<file path="src/rtl/column_mac_sequencer.sv">
`default_nettype none
// ============================================================================
// Module   : column_mac_sequencer
// Purpose  : Issues `len` read strobes into a column buffer, multiplies each
//            returned word by the weight sampled at issue time and accumulates
//            the products into a partial sum. The sum is offered downstream
//            over a valid/ready handshake.
// Ports    : clk, reset (sync, active-high)
//            start, len            - job launch, honoured only when idle
//            w_data                - weight for the word issued this cycle
//            rd_req_p/rd_data_pflag- read strobe / advance flag (identical)
//            rd_data_p             - buffer data, RD_LAT cycles after flag
//            busy                  - high whenever not idle
//            psum/psum_valid/psum_ready - result handshake
// Options  : COLUMN_MAC_SAT_EN - saturating accumulation (default: wrap)
// Revision : 1.0 - initial release
// ============================================================================
module column_mac_sequencer #(
  parameter int DATA_WIDTH = 8,
  parameter int ADDR_WIDTH = 6,
  parameter int ACC_WIDTH  = 24,
  parameter int RD_LAT     = 2
) (
  input  logic                  clk,
  input  logic                  reset,
  input  logic                  start,
  input  logic [ADDR_WIDTH:0]   len,
  input  logic [DATA_WIDTH-1:0] w_data,
  output logic                  rd_req_p,
  output logic                  rd_data_pflag,
  input  logic [DATA_WIDTH-1:0] rd_data_p,
  output logic                  busy,
  output logic [ACC_WIDTH-1:0]  psum,
  output logic                  psum_valid,
  input  logic                  psum_ready
);

  localparam int CNT_W = ADDR_WIDTH + 1;
  localparam logic [CNT_W-1:0] CNT_ONE = CNT_W'(1);

  typedef enum logic [1:0] {
    ST_IDLE  = 2'd0,
    ST_ISSUE = 2'd1,
    ST_DRAIN = 2'd2,
    ST_OUT   = 2'd3
  } state_t;

  state_t                             state_q, state_d;
  logic [CNT_W-1:0]                   len_q, len_d;
  logic [CNT_W-1:0]                   issue_cnt_q, issue_cnt_d;
  logic [CNT_W-1:0]                   cons_cnt_q, cons_cnt_d;
  logic [ACC_WIDTH-1:0]               acc_q, acc_d;
  // Weight/valid pipe: entry 0 is written on issue, entry RD_LAT-1 lines up
  // with the buffer data returned for that issue.
  logic [RD_LAT-1:0]                  pv_q, pv_d;
  logic [RD_LAT-1:0][DATA_WIDTH-1:0]  pw_q, pw_d;

  logic                               issuing;
  logic                               consume;
  logic signed [2*DATA_WIDTH-1:0]     prod;
  logic signed [ACC_WIDTH-1:0]        prod_ext;
  logic [ACC_WIDTH-1:0]               add_res;

  assign issuing  = (state_q == ST_ISSUE);
  assign consume  = pv_q[RD_LAT-1];
  assign prod     = $signed(rd_data_p) * $signed(pw_q[RD_LAT-1]);
  assign prod_ext = ACC_WIDTH'(prod);

`ifdef COLUMN_MAC_SAT_EN
  // One guard bit detects signed overflow of the add; clamp to the rail
  // indicated by the true (guard) sign.
  logic [ACC_WIDTH:0] sum_wide;
  assign sum_wide = {acc_q[ACC_WIDTH-1], acc_q} + {prod_ext[ACC_WIDTH-1], prod_ext};
  always_comb begin
    add_res = sum_wide[ACC_WIDTH-1:0];
    if (sum_wide[ACC_WIDTH] != sum_wide[ACC_WIDTH-1]) begin
      add_res = sum_wide[ACC_WIDTH] ? {1'b1, {(ACC_WIDTH-1){1'b0}}}
                                    : {1'b0, {(ACC_WIDTH-1){1'b1}}};
    end
  end
`else
  assign add_res = acc_q + prod_ext;
`endif

  always_comb begin
    state_d     = state_q;
    len_d       = len_q;
    issue_cnt_d = issue_cnt_q;
    cons_cnt_d  = cons_cnt_q;
    acc_d       = acc_q;

    pv_d[0] = issuing;
    pw_d[0] = issuing ? w_data : '0;
    for (int i = 1; i < RD_LAT; i++) begin
      pv_d[i] = pv_q[i-1];
      pw_d[i] = pw_q[i-1];
    end

    if (consume) begin
      acc_d      = add_res;
      cons_cnt_d = cons_cnt_q + CNT_ONE;
    end

    case (state_q)
      ST_IDLE: begin
        acc_d = '0;
        if (start && (len != '0)) begin
          len_d       = len;
          issue_cnt_d = '0;
          cons_cnt_d  = '0;
          state_d     = ST_ISSUE;
        end
      end
      ST_ISSUE: begin
        issue_cnt_d = issue_cnt_q + CNT_ONE;
        if ((issue_cnt_q + CNT_ONE) == len_q) begin
          state_d = ST_DRAIN;
        end
      end
      ST_DRAIN: begin
        // The last word always lands here because RD_LAT >= 1.
        if (consume && ((cons_cnt_q + CNT_ONE) == len_q)) begin
          state_d = ST_OUT;
        end
      end
      ST_OUT: begin
        if (psum_ready) begin
          acc_d   = '0;
          state_d = ST_IDLE;
        end
      end
      default: state_d = ST_IDLE;
    endcase
  end

  always_ff @(posedge clk) begin
    if (reset) begin
      state_q     <= ST_IDLE;
      len_q       <= '0;
      issue_cnt_q <= '0;
      cons_cnt_q  <= '0;
      acc_q       <= '0;
      pv_q        <= '0;
      pw_q        <= '0;
    end else begin
      state_q     <= state_d;
      len_q       <= len_d;
      issue_cnt_q <= issue_cnt_d;
      cons_cnt_q  <= cons_cnt_d;
      acc_q       <= acc_d;
      pv_q        <= pv_d;
      pw_q        <= pw_d;
    end
  end

  assign rd_req_p      = issuing;
  assign rd_data_pflag = issuing;
  assign busy          = (state_q != ST_IDLE);
  assign psum_valid    = (state_q == ST_OUT);
  assign psum          = acc_q;

endmodule
`default_nettype wire

</file>
<file path="config.mk">
export PLATFORM = sky130hd
export DESIGN_NAME = column_mac_sequencer
export DESIGN_NICKNAME = d
export VERILOG_FILES = /design/src/rtl/column_mac_sequencer.sv
export SDC_FILE = /design/constraint.sdc
export NUM_CORES = 1
export LEC_CHECK = 0
export BUFFER_PORTS_ARGS = -buffer_cell sky130_fd_sc_hd__buf_2
export CORE_MARGIN = 2
export CORE_UTILIZATION = 50
export CTS_CLUSTER_SIZE = 12
export DETAILED_ROUTE_END_ITERATION = 7
export HOLD_SLACK_MARGIN = 0.15
export PLACE_DENSITY = 0.72
export SETUP_SLACK_MARGIN = 0.5
export SLEW_MARGIN = 0
export SYNTH_ARGS = -nofsm -noshare
export SYNTH_HDL_FRONTEND = slang
export SYNTH_SLANG_ARGS = --single-unit
</file>
<file path="constraint.sdc">
create_clock -name clk -period 10.36 [get_ports clk]
set_input_delay 2.072 -clock clk [delete_from_list [all_inputs] [get_ports clk]]
set_output_delay 2.072 -clock clk [all_outputs]
set_load 0.02 [all_outputs]
</file>
==> metrics.md, run 1 <==
| Metric | Value |
|---|---|
| Setup bufs post-CTS | 0 |
| Die H | ~120 um |
| Top Usage Layer GRT | met2 |
| CTS resizes | 0 |
| Seq pwr share | approximately 29% |
| Global-route wire length before repair | 23.86 mm |
| Initial DRC Count | 240 |
| P&R area growth vs syn | 11.40% |
| Met2 GRT Util | around a third |
| Worst-margin pin slew | 673.7 ps |
| Combinational Power Share | 39.7% |
| Non-filler cells, final | ~970 |
| Final wirelength | 13.57 mm |
| Post-synth top flop | dfxtp_1 |
| Maximum clock frequency | approximately 130 MHz |
| Hold Crit Class | reg2reg |
| Worst r2r path cells | 25 |
| Yosys cell types | 67 |
| Clock power frac | between 30% and 40% |
| Sw power | a little under 0.4 mW |
| Largest fanout on the critical path | 11 |
| WL/cell | between 10 and 15 um |
| Core ar. | 12,620 sq um |
| Reg2Reg Setup Slack | between 3000 and 4000 ps |
| Area leader, netlist | dfxtp_1 |
| Kind of end point of the critical path | flop |
| I/O Buffers | 54 |
| Status | finished, final reports clean |
| Clock slew at reported path FFs | roughly 60 ps |
| VDD IR-drop max | 151.0 uV |
| Post-route DRC | 0 |
| CTS Root Cell | clkbuf_16 |
| Via count | 5,155 |
| Worst path max stage delay | between 600 and 700 ps |
| GRT Total Usage | 20.69% |
| Worst reg2reg path startpoint | pw_q[15] |
| Initial Util | between 50% and 60% |
| Setup Skew | between 8 and 9 ps |
| Post-synth ARST share | 0% |
| Critical path class | in2reg |
| Clock sink count | 65 |
| Crit path max-delay family | adder cells |
| TritonRoute pass-1 iters | 4 |
| Critical Path Source Type | primary input |
| Hold Buf Count CTS | 0 |
| CP Buf/Inv Count | 6 |
| Share of the synthesized area in the top cell type | slightly above 20% |
| WP depth | 25 |
| Syn Area/Cell | about 8.7 sq um |
| Reg2reg end | psum[23] |
| Seq cells post-synth | between 60 and 70 |
| Final setup vio count | 0 |
| Setup crit end | psum[23] |
| RSZ-0062 raised after global routing | no |
| Grt ovf | 0 |
| Vias per cell | ~5.3 |
| Leakage power | 3.391 nW |
| Area of the mapped netlist | around 6400 sq um |
| Area of the die | between 10,000 and 15,000 sq um |
| EDFF count, synth | 0 |
| Antenna violations before repair | 0 |
| Met1 usage | a little over a quarter |
| Max-cap viol count | 0 |
| Nets | 934 |
| Max-slew violations | 0 |
| CTS tree | yes |
| Vias in the first global route | between 5,000 and 6,000 |
| Clock buffer depth | 2 |
| Total CTS buffers | 9 |
| Int Power | a little over 0.6 mW |
| Fraction of layout instances using a drive strength above 1 | between 10% and 20% |
| Net Count, Synth | 884 |
| Mapped Cells | roughly 740 |
| DIE WIDTH | 117.5 um |
| Area contributors post-synth | dfxtp_1 20%, fa_1 17%, ha_1 12% |
| M3 GR Usage | under 10% |
| Period minus WS final | a little under 8000 ps |
| Worst setup startpoint | rd_data_p[7] |
| Crit path DAT | 8080 ps |
| Final Cycle Share | between 70% and 80% |
| Remaining antenna violation count | 0 |
| Final HPWL DP | between 10 and 15 mm |
| Rel. slew slack | a little under three fifths |
| Ant. Diodes | 0 |
| Sequential share of the synthesized area | approximately 20% |
| Setup tns final | 0 ps |
| YS warnings | 0 |
| Total I/O pin count | between 50 and 60 |
| Total power | approximately 1.0 mW |
| Rows | 41 |
| Power density over the cells | 141.3 nW/um^2 |
| Sw Share | between 30% and 40% |
| GPL Wtd Cong | around 0.86 |
| H-tree levels | 3 |
| Largest net degree at the start of global routing | 31 |
| Critical Path RT | about 11,000 ps |
| CP max stage cell | fa_1 |
| Clock Latency Late Sink | about 340 ps |
| Hold Fails Final Rpt | 0 |
| Placed Cells | 952 |
[power by group through the flow]
| stage | Sequential, mW | Clock [mW] | Combinational (mW) |
|---|---|---|---|
| finish | 0.294 | 0.317 | 0.402 |
| global route | 0.297 | 0.333 | 0.455 |
| CTS | 0.294 | 0.325 | 0.406 |
| detailed placement | 0.299 | 0 | 0.404 |
| global placement | 0.298 | 0 | 0.389 |
| floorplan | 0.292 | 0 | 0.317 |
[worst min-delay path by stage]
stage	start	end	slack, ps	depth (start not counted)
final	pv_q[0]	pv_q[1]	450	1
after global routing	pv_q[0]	pv_q[1]	470	1
after floorplan	pv_q[0]	pv_q[1]	410	1
after detailed placement	pv_q[0]	pv_q[1]	430	1
after CTS	pv_q[0]	pv_q[1]	450	1
after global placement	pv_q[0]	pv_q[1]	430	1
[flip-flops by register name (all words and copies together) (netlist names)]
register / count
psum: 24
pw_d: 8
pw_q: 8
cons_cnt_q: 7
issue_cnt_q: 7
len_q: 7
pv_q: 2
state_q: 2
[placed cells by master (no fill, tap or decap), types with 15 or more instances in the layout]
cell	count
dfxtp_1	65
nor2_1	54
inv_1	104
xnor2_1	33
nor2b_1	22
nand2_1	44
nand3_1	21
ha_1	60
and2_1	58
a21oi_1	41
xor2_1	15
fa_1	56
buf_2	54
[worst reg2reg max path: cells and delay by family (launching register included)]
| kind | cells | cell delay [ps] |
|---|---|---|
| AOI/OAI and AO/OA | 11 | 2000 |
| adders and majority gates | 6 | 2810 |
| buffers and inverters | 3 | 150 |
| DFF | 1 | 540 |
| muxes | 1 | 220 |
| and+or+nand+nor | 4 | 650 |
[routing by layer]
layer	share of wire (%)	vias up
li1	-	2551
met1	45	2460
met2	49	120
met3	4.0	24
met4	1.9	0
met5	0	-
[cells by family (layout without fill, tap and decap cells)]
logic type / count (synthesis) / in the layout / synth area share [%]
compound gates: 127 / 127 / 14.32
buf+inv: 121 / 176 / 7.286
simple gates: 250 / 250 / 20.30
fa+ha+maj: 116 / 116 / 29.07
flops: 65 / 65 / 20.21
xor+xnor: 49 / 49 / 6.781
mux: 13 / 13 / 2.040
[cell usage after synthesis, types with 4 or more instances]
master    instances
o21bai_1          5
nor2b_1          22
inv_1           104
nand2_1          44
o21ai_1           8
nand2b_1          4
a211oi_1          8
nand3b_1          4
or2_2             5
nor3_1            9
nand3_1          21
xor2_1           15
mux2i_1          12
o211ai_1          5
xnor2_1          33
and2_1           58
fa_1             56
a21oi_1          41
nor2_1           54
ha_1             60
dfxtp_1          65
and3_1            8
or3_1            10
clkbuf_1         11
o21ai_0          13
a21o_1            6
[per-stage QoR]
stage / util (%) / setup WS (ps) / instance area, sq um / hold slack (ps)
3_5_place_dp: 54.37 / 2247 / 6862 / 433.7
5_1_grt: 56.85 / 2119 / 7174 / 468.7
4_1_cts: 56.85 / 2549 / 7174 / 447.0
3_3_place_gp: 54.37 / 2373 / 6862 / 426.7
2_1_floorplan: - / 2424 / 6440 / 413.8
6_report: 56.85 / 2537 / 7174 / 446.6
[cell type report]
cell class | instances | area (sq um)
Sequential cell | 65 | 1301
Inverter | 104 | 390.4
Clock buffer | 10 | 239.0
Tap cell | 172 | 215.2
Fill cell | 1138 | 5445
Multi-Input combinational cell | 555 | 4669
Clock inverter | 6 | 73.82
Timing Repair Buffer | 56 | 285.3
Note: power is estimated with default switching activity, not from simulation.
==> run 2: changes to the inputs <==
--- a/config.mk
+++ b/config.mk
@@ -11,7 +11,7 @@
 export CTS_CLUSTER_SIZE = 12
 export DETAILED_ROUTE_END_ITERATION = 7
 export HOLD_SLACK_MARGIN = 0.15
-export PLACE_DENSITY = 0.72
+export PLACE_DENSITY = 0.74
 export SETUP_SLACK_MARGIN = 0.5
 export SLEW_MARGIN = 0
 export SYNTH_ARGS = -nofsm -noshare
==> constraint.sdc (replaced) <==
create_clock -name clk -period 7.1 [get_ports clk]
set_input_delay 1.42 -clock clk [delete_from_list [all_inputs] [get_ports clk]]
set_output_delay 1.42 -clock clk [all_outputs]
set_load 0.02 [all_outputs]
==> run 2 against run 1 <==
Effect of this change: utilization is 4.0 points higher; critical path depth grew 4; worst hold slack got worse by 12 ps; design area grew 7.0%; clock power rose by 42%; first-iteration DRC count shrank 2.9%; sequential cell count unchanged; wire length grew 6.7%; critical path type unchanged; largest cell class unchanged; largest power group unchanged.
==> metrics.md, run 2 (synthesized netlist as in run 1, its figures left out) <==
| Metric | Value |
|---|---|
| Status | finished, final reports clean (unchanged) |
| Rel. slew slack | 52.60% (was 55.03%) |
| Worst r2r path cells | 23 (was 25) |
| Maximum clock frequency | about 150 MHz |
| RSZ-0062 raised after global routing | yes (was no) |
| Crit path DAT | 6880 ps (was 8080 ps) |
| Die H | 117.5 um (unchanged) |
| Vias in the first global route | 5,329 (was 5,159) |
| Rows | 41 (unchanged) |
| Final wirelength | 14.48 mm (was 13.57 mm) |
| GPL Wtd Cong | 0.9704 (was 0.8585) |
| Final Cycle Share | 93.86% |
| Via count | 5,271 (was 5,155) |
| Final hold slack | 434.2 ps (was 446.6 ps) |
| H-tree levels | 3 (unchanged) |
| Clock sink count | 65 (unchanged) |
| Max-slew violations | 0 (unchanged) |
| WL/cell | 14.64 um (was 14.02 um) |
| Total CTS buffers | 9 (unchanged) |
| Grt ovf | 0 (unchanged) |
| Worst path max stage delay | 540 ps (was 610 ps) |
| Clock buffer depth | 2 (unchanged) |
| Fraction of layout instances using a drive strength above 1 | 22.52% (was 12.31%) |
| I/O Buffers | 54 (unchanged) |
| Leakage power | 3.485 nW (was 3.391 nW) |
| Reg2Reg Setup Slack | 1070 ps (was 3910 ps) |
| Max-cap viol count | 0 (unchanged) |
| Largest net degree at the start of global routing | 31 (unchanged) |
| Final HPWL DP | 11.12 mm (was 10.80 mm) |
| TritonRoute pass-1 iters | 4 (unchanged) |
| P&R area growth vs syn | 19.22% (was 11.40%) |
| Kind of end point of the critical path | flop (unchanged) |
| DIE WIDTH | 117.5 um (unchanged) |
| Total I/O pin count | 55 (unchanged) |
| Area of the die | 13,800 sq um (unchanged) |
| Core ar. | 12,620 sq um (unchanged) |
| Most frequent CP cell | fa_1 |
| CTS tree | yes (unchanged) |
| Critical Path Source Type | primary input (unchanged) |
| Setup crit end | psum[21] (was psum[23]) |
| Hold path cells | 1 (unchanged) |
| CP Buf/Inv Count | 7 (was 6) |
| GRT Total Usage | 21.20% (was 20.69%) |
| Initial Util | 51.03% (unchanged) |
| Nets | 955 (was 934) |
| Commonest non-fill, non-tap cell in the layout | inv_1 (unchanged) |
| Pre-CTS setup slack | -31.38 ps (was 2247 ps) |
| Final setup vio count | 0 (unchanged) |
| Most frequent cells in the layout | 92 x inv_1, 65 x dfxtp_1, 52 x fa_1, 51 x nor2_1, 49 x and2_1 (was 104 x inv_1, 65 x dfxtp_1, 60 x ha_1, 58 x and2_1, 56 x fa_1) |
| Critical path class | in2reg (unchanged) |
| Antenna violations before repair | 0 (unchanged) |
| Worst-margin pin slew | 710.3 ps (was 673.7 ps) |
| Post-route DRC | 0 (unchanged) |
| Placed Area | 7020 sq um (was 6862 sq um) |
| Reg2reg end | psum[21] (was psum[23]) |
| Power density over the cells | 203.2 nW/um^2 (was 141.3 nW/um^2) |
| Remaining antenna violation count | 0 (unchanged) |
| Worst setup startpoint | rd_data_p[5] (was rd_data_p[7]) |
| Initial DRC Count | 233 (was 240) |
| VDD IR-drop max | 217.0 uV (was 151.0 uV) |
| Max FFs per register | 24 (unchanged) |
| Hold Fails Final Rpt | 0 (unchanged) |
| WP depth | 29 (was 25) |
| Critical Path RT | 7320 ps (was 10,610 ps) |
| Crit path max-delay family | adder cells (unchanged) |
| Hold Crit Class | reg2reg (unchanged) |
| Design area | 7677 sq um (was 7174 sq um) |
| CP max stage cell | fa_1 (unchanged) |
| Fin worst setup slack | 436.2 ps (was 2537 ps) |
| Setup Skew | 5.317 ps (was 8.426 ps) |
| Clock Latency Late Sink | 340 ps (about the same) |
| Vias per cell | 5.330 (was 5.325) |
| Period minus WS final | 6664 ps |
| Worst reg2reg path startpoint | pw_q[15] (unchanged) |
| Largest fanout on the critical path | 8 (was 11) |
| Ant. Diodes | 0 (unchanged) |
| Clock slew at reported path FFs | 60 ps (about the same) |
| Global-route wire length before repair | 24.08 mm (was 23.86 mm) |
| CTS Root Cell | clkbuf_16 (unchanged) |
## run 2: layout make-up
class                      count  area (sq um)
clock buffer                   9         225.2
clock inverter                 7         77.57
fill                        1112          4942
inverter                     104         392.9
multi-input combinational    555          4977
sequential                    65          1301
tap                          172         215.2
timing repair buffer          77         488.0
## run 2: metal layers
metal / track usage (%) / up-vias / wire length, um
met1: 25.84 / 2555 / 6227
met2: 37.57 / 103 / 7474
met4: 5.497 / 0 / 246
met5: 0 / - / 0
met3: 5.087 / 25 / 528
li1: - / 2588 / -
## run 2: worst min path at each step
stage | startpoint | end | slack, ps
3_3_place_gp | pw_d[10] | pw_q[10] | 420
2_1_floorplan | pv_q[0] | pv_q[1] | 410
4_1_cts | pw_d[8] | pw_q[8] | 440
5_1_grt | pw_d[13] | pw_q[13] | 460
6_report | pw_d[8] | pw_q[8] | 430
3_5_place_dp | pw_d[8] | pw_q[8] | 420
## run 2: power breakdown
group          leakage [nW]  switching (mW)  internal [mW]
Sequential            0.526          0.0333          0.395
Combinational          2.81           0.388          0.294
Clock                 0.147           0.176          0.275
## run 2: timing repair
action                                  4_1_cts  5_1_grt
pin swaps                                    27       30
hold endpoints to repair                      0        0
gates resized for setup                      24       42
endpoints found under the setup margin        5       10
hold buffers                                  0        0
buffers inserted                              8        9
## run 2: per-stage QoR
stage,utilization (%),cells,TNS (ps),power [mW]
after global placement,55.63,956,0,1.032
final,60.84,989,0,1.560
after floorplan,-,741,0,0.9082
after CTS,59.35,980,0,1.543
after global routing,60.84,989,0,1.665
after detailed placement,55.63,956,-31.44,1.052
==> run 3: changes to the inputs <==
--- a/config.mk
+++ b/config.mk
@@ -12,6 +12,7 @@
 export DETAILED_ROUTE_END_ITERATION = 7
 export HOLD_SLACK_MARGIN = 0.15
 export PLACE_DENSITY = 0.74
+export RECOVER_POWER = 50
 export SETUP_SLACK_MARGIN = 0.5
 export SLEW_MARGIN = 0
 export SYNTH_ARGS = -nofsm -noshare
==> run 3 against run 2 <==
Effect of this change: sequential power about the same; count of clock-buffer cells in the layout is the same; combinational power about the same; sequential share of layout area up 0.072 points; worst hold slack hardly changed; non-clock buffer count unchanged; fmax fell by 0.80%; sequential cell count did not move; first-iteration DRC count fell by 4.3%; utilization is 0.26 points lower; power fell by 0.10%; die area unchanged; largest power group unchanged; highest routed layer unchanged.
==> metrics.md, run 3 (synthesized netlist as in run 1, its figures left out) <==
| Metric | Value |
|---|---|
| Hold Crit Class | reg2reg (unchanged) |
| Worst path max stage delay | 540 ps (about the same) |
| Power density over the cells | 203.9 nW/um^2 (was 203.2 nW/um^2) |
| Largest fanout on the critical path | 8 (unchanged) |
| Vias in the first global route | 5,329 (unchanged) |
| Non-filler cells, final | 989 (unchanged) |
| Antenna violations before repair | 0 (unchanged) |
| Post-route DRC | 0 (unchanged) |
| Min-delay src | pw_d[8] (unchanged) |
| Crit path DAT | 6890 ps (was 6880 ps) |
| Hold Buf Count CTS | 0 (unchanged) |
| CTS Root Cell | clkbuf_16 (unchanged) |
| Fraction of layout instances using a drive strength above 1 | 19.22% (was 22.52%) |
| Max FFs per register | 24 (unchanged) |
| Kind of end point of the critical path | flop (unchanged) |
| Largest net degree at the start of global routing | 31 (unchanged) |
| Rows | 41 (unchanged) |
| GRT Total Usage | 21.20% (unchanged) |
| Period minus WS final | 6717 ps (was 6664 ps) |
| Clock sink count | 65 (unchanged) |
| CP max stage cell | fa_1 (unchanged) |
| Critical Path RT | 7280 ps (was 7320 ps) |
| Most frequent cells in the layout | 92 x inv_1, 65 x dfxtp_1, 52 x fa_1, 51 x nor2_1, 46 x ha_1 (was 92 x inv_1, 65 x dfxtp_1, 52 x fa_1, 51 x nor2_1, 49 x and2_1) |
| Placed Cells | 956 (unchanged) |
| Maximum clock frequency | 148.9 MHz (was 150.1 MHz) |
| Final HPWL DP | 11.12 mm (unchanged) |
| Hold path cells | 1 (unchanged) |
| Final setup vio count | 0 (unchanged) |
| Vias per cell | 5.330 (unchanged) |
| Initial Util | 51.03% (unchanged) |
| Clock slew at reported path FFs | 60 ps (about the same) |
| Global-route wire length before repair | 24.08 mm (unchanged) |
| Hold Path End | pw_q[8] (unchanged) |
| Area of the die | 13,800 sq um (unchanged) |
| P&R area growth vs syn | 18.71% (was 19.22%) |
| Via count | 5,271 (unchanged) |
| RSZ-0062 raised after global routing | yes (unchanged) |
| Max-cap viol count | 0 (unchanged) |
| Leakage power | 3.363 nW (was 3.485 nW) |
| Total power | 1.559 mW (was 1.560 mW) |
| Worst-margin pin slew | 1286 ps (was 710.3 ps) |
| Reg2reg end | psum[21] (unchanged) |
| Setup Skew | 5.572 ps (was 5.317 ps) |
| Final wirelength | 14.50 mm (was 14.48 mm) |
| Clock buffer depth | 2 (unchanged) |
| Ant. Diodes | 0 (unchanged) |
| Die H | 117.5 um (unchanged) |
| DIE WIDTH | 117.5 um (unchanged) |
| I/O Buffers | 54 (unchanged) |
| Remaining antenna violation count | 0 (unchanged) |
| Reg2Reg Setup Slack | 1020 ps (was 1070 ps) |
| H-tree levels | 3 (unchanged) |
| Nets | 955 (unchanged) |
| Hold Fails Final Rpt | 0 (unchanged) |
| Grt ovf | 0 (unchanged) |
| Clock Latency Late Sink | 340 ps (about the same) |
| TritonRoute pass-1 iters | 7 (was 4) |
| CTS tree | yes (unchanged) |
| WL/cell | 14.66 um (was 14.64 um) |
| Core ar. | 12,620 sq um (unchanged) |
| Total I/O pin count | 55 (unchanged) |
| GPL Wtd Cong | 0.9704 (unchanged) |
| Setup tns final | 0 ps (unchanged) |
| VDD IR-drop max | 215.4 uV (was 217.0 uV) |
| Critical path class | in2reg (unchanged) |
| Worst r2r path cells | 23 (unchanged) |
| Initial DRC Count | 223 (was 233) |
| Final core utilization | 60.58% (was 60.84%) |
| Critical Path Source Type | primary input (unchanged) |
| Status | finished, final reports clean (unchanged) |
| Most frequent CP cell | fa_1 (unchanged) |
| Commonest non-fill, non-tap cell in the layout | inv_1 (unchanged) |
| Final Cycle Share | 94.61% (was 93.86%) |
| Fillers | 1,124 (was 1,112) |
| Worst reg2reg path startpoint | pw_q[15] (unchanged) |
| Total CTS buffers | 9 (unchanged) |
| Rel. slew slack | 14.27% (was 52.60%) |
| Max-slew violations | 0 (unchanged) |
| Final hold slack | 434.4 ps (was 434.2 ps) |
[run 3: power breakdown]
part / internal (mW) / switching [mW]
sequential: 0.395 / 0.0336
combinational: 0.291 / 0.388
clock: 0.275 / 0.176
[run 3: routing by layer]
layer	up-vias	track usage, %	part of all wire (%)
li1	2589	-	-
met1	2567	25.84	43
met2	94	37.57	52
met3	21	5.087	3.9
met4	0	5.497	1.5
met5	-	0	0
[run 3: critical path, delay by kind of cell]
family / cells / cell delay (ps)
xor+xnor: 1 / 100
buf+inv: 7 / 580
fa+ha+maj: 6 / 2600
simple gates: 4 / 530
compound gates: 10 / 1500
mux: 1 / 160
[run 3: what timing repair did]
action                     CTS  global route
buffers inserted             8             9
setup endpoints to repair    5            10
pin swaps                   27            30
gates resized for setup     24            42
[run 3: through the flow]
stage,setup slack [ps],area (sq um)
final,382.7,7645
after global routing,200.1,7645
after CTS,500.5,7490
after detailed placement,-31.38,7020
after global placement,89.19,7020
after floorplan,431.8,6569
[run 3: worst max-delay path by stage]
stage / from / endpoint / slack [ps] / depth (start not counted)
final: rd_data_p[5] / psum[21] / 380 / 29
after global routing: rd_data_p[5] / psum[21] / 200 / 29
after detailed placement: rd_data_p[3] / psum[23] / -30 / 27
after CTS: rd_data_p[4] / psum[23] / 500 / 23
after global placement: rd_data_p[3] / psum[23] / 90 / 27
after floorplan: rd_data_p[6] / psum[23] / 430 / 24
[run 3: layout make-up]
cell class / count / area, sq um / area share [%]
Multi-Input combinational cell: 555 / 4977 / 65.11
Sequential cell: 65 / 1301 / 17.02
Clock buffer: 9 / 225.2 / 2.946
Inverter: 104 / 392.9 / 5.139
Timing Repair Buffer: 77 / 455.4 / 5.957
Clock inverter: 7 / 77.57 / 1.015
Tap cell: 172 / 215.2 / 2.815
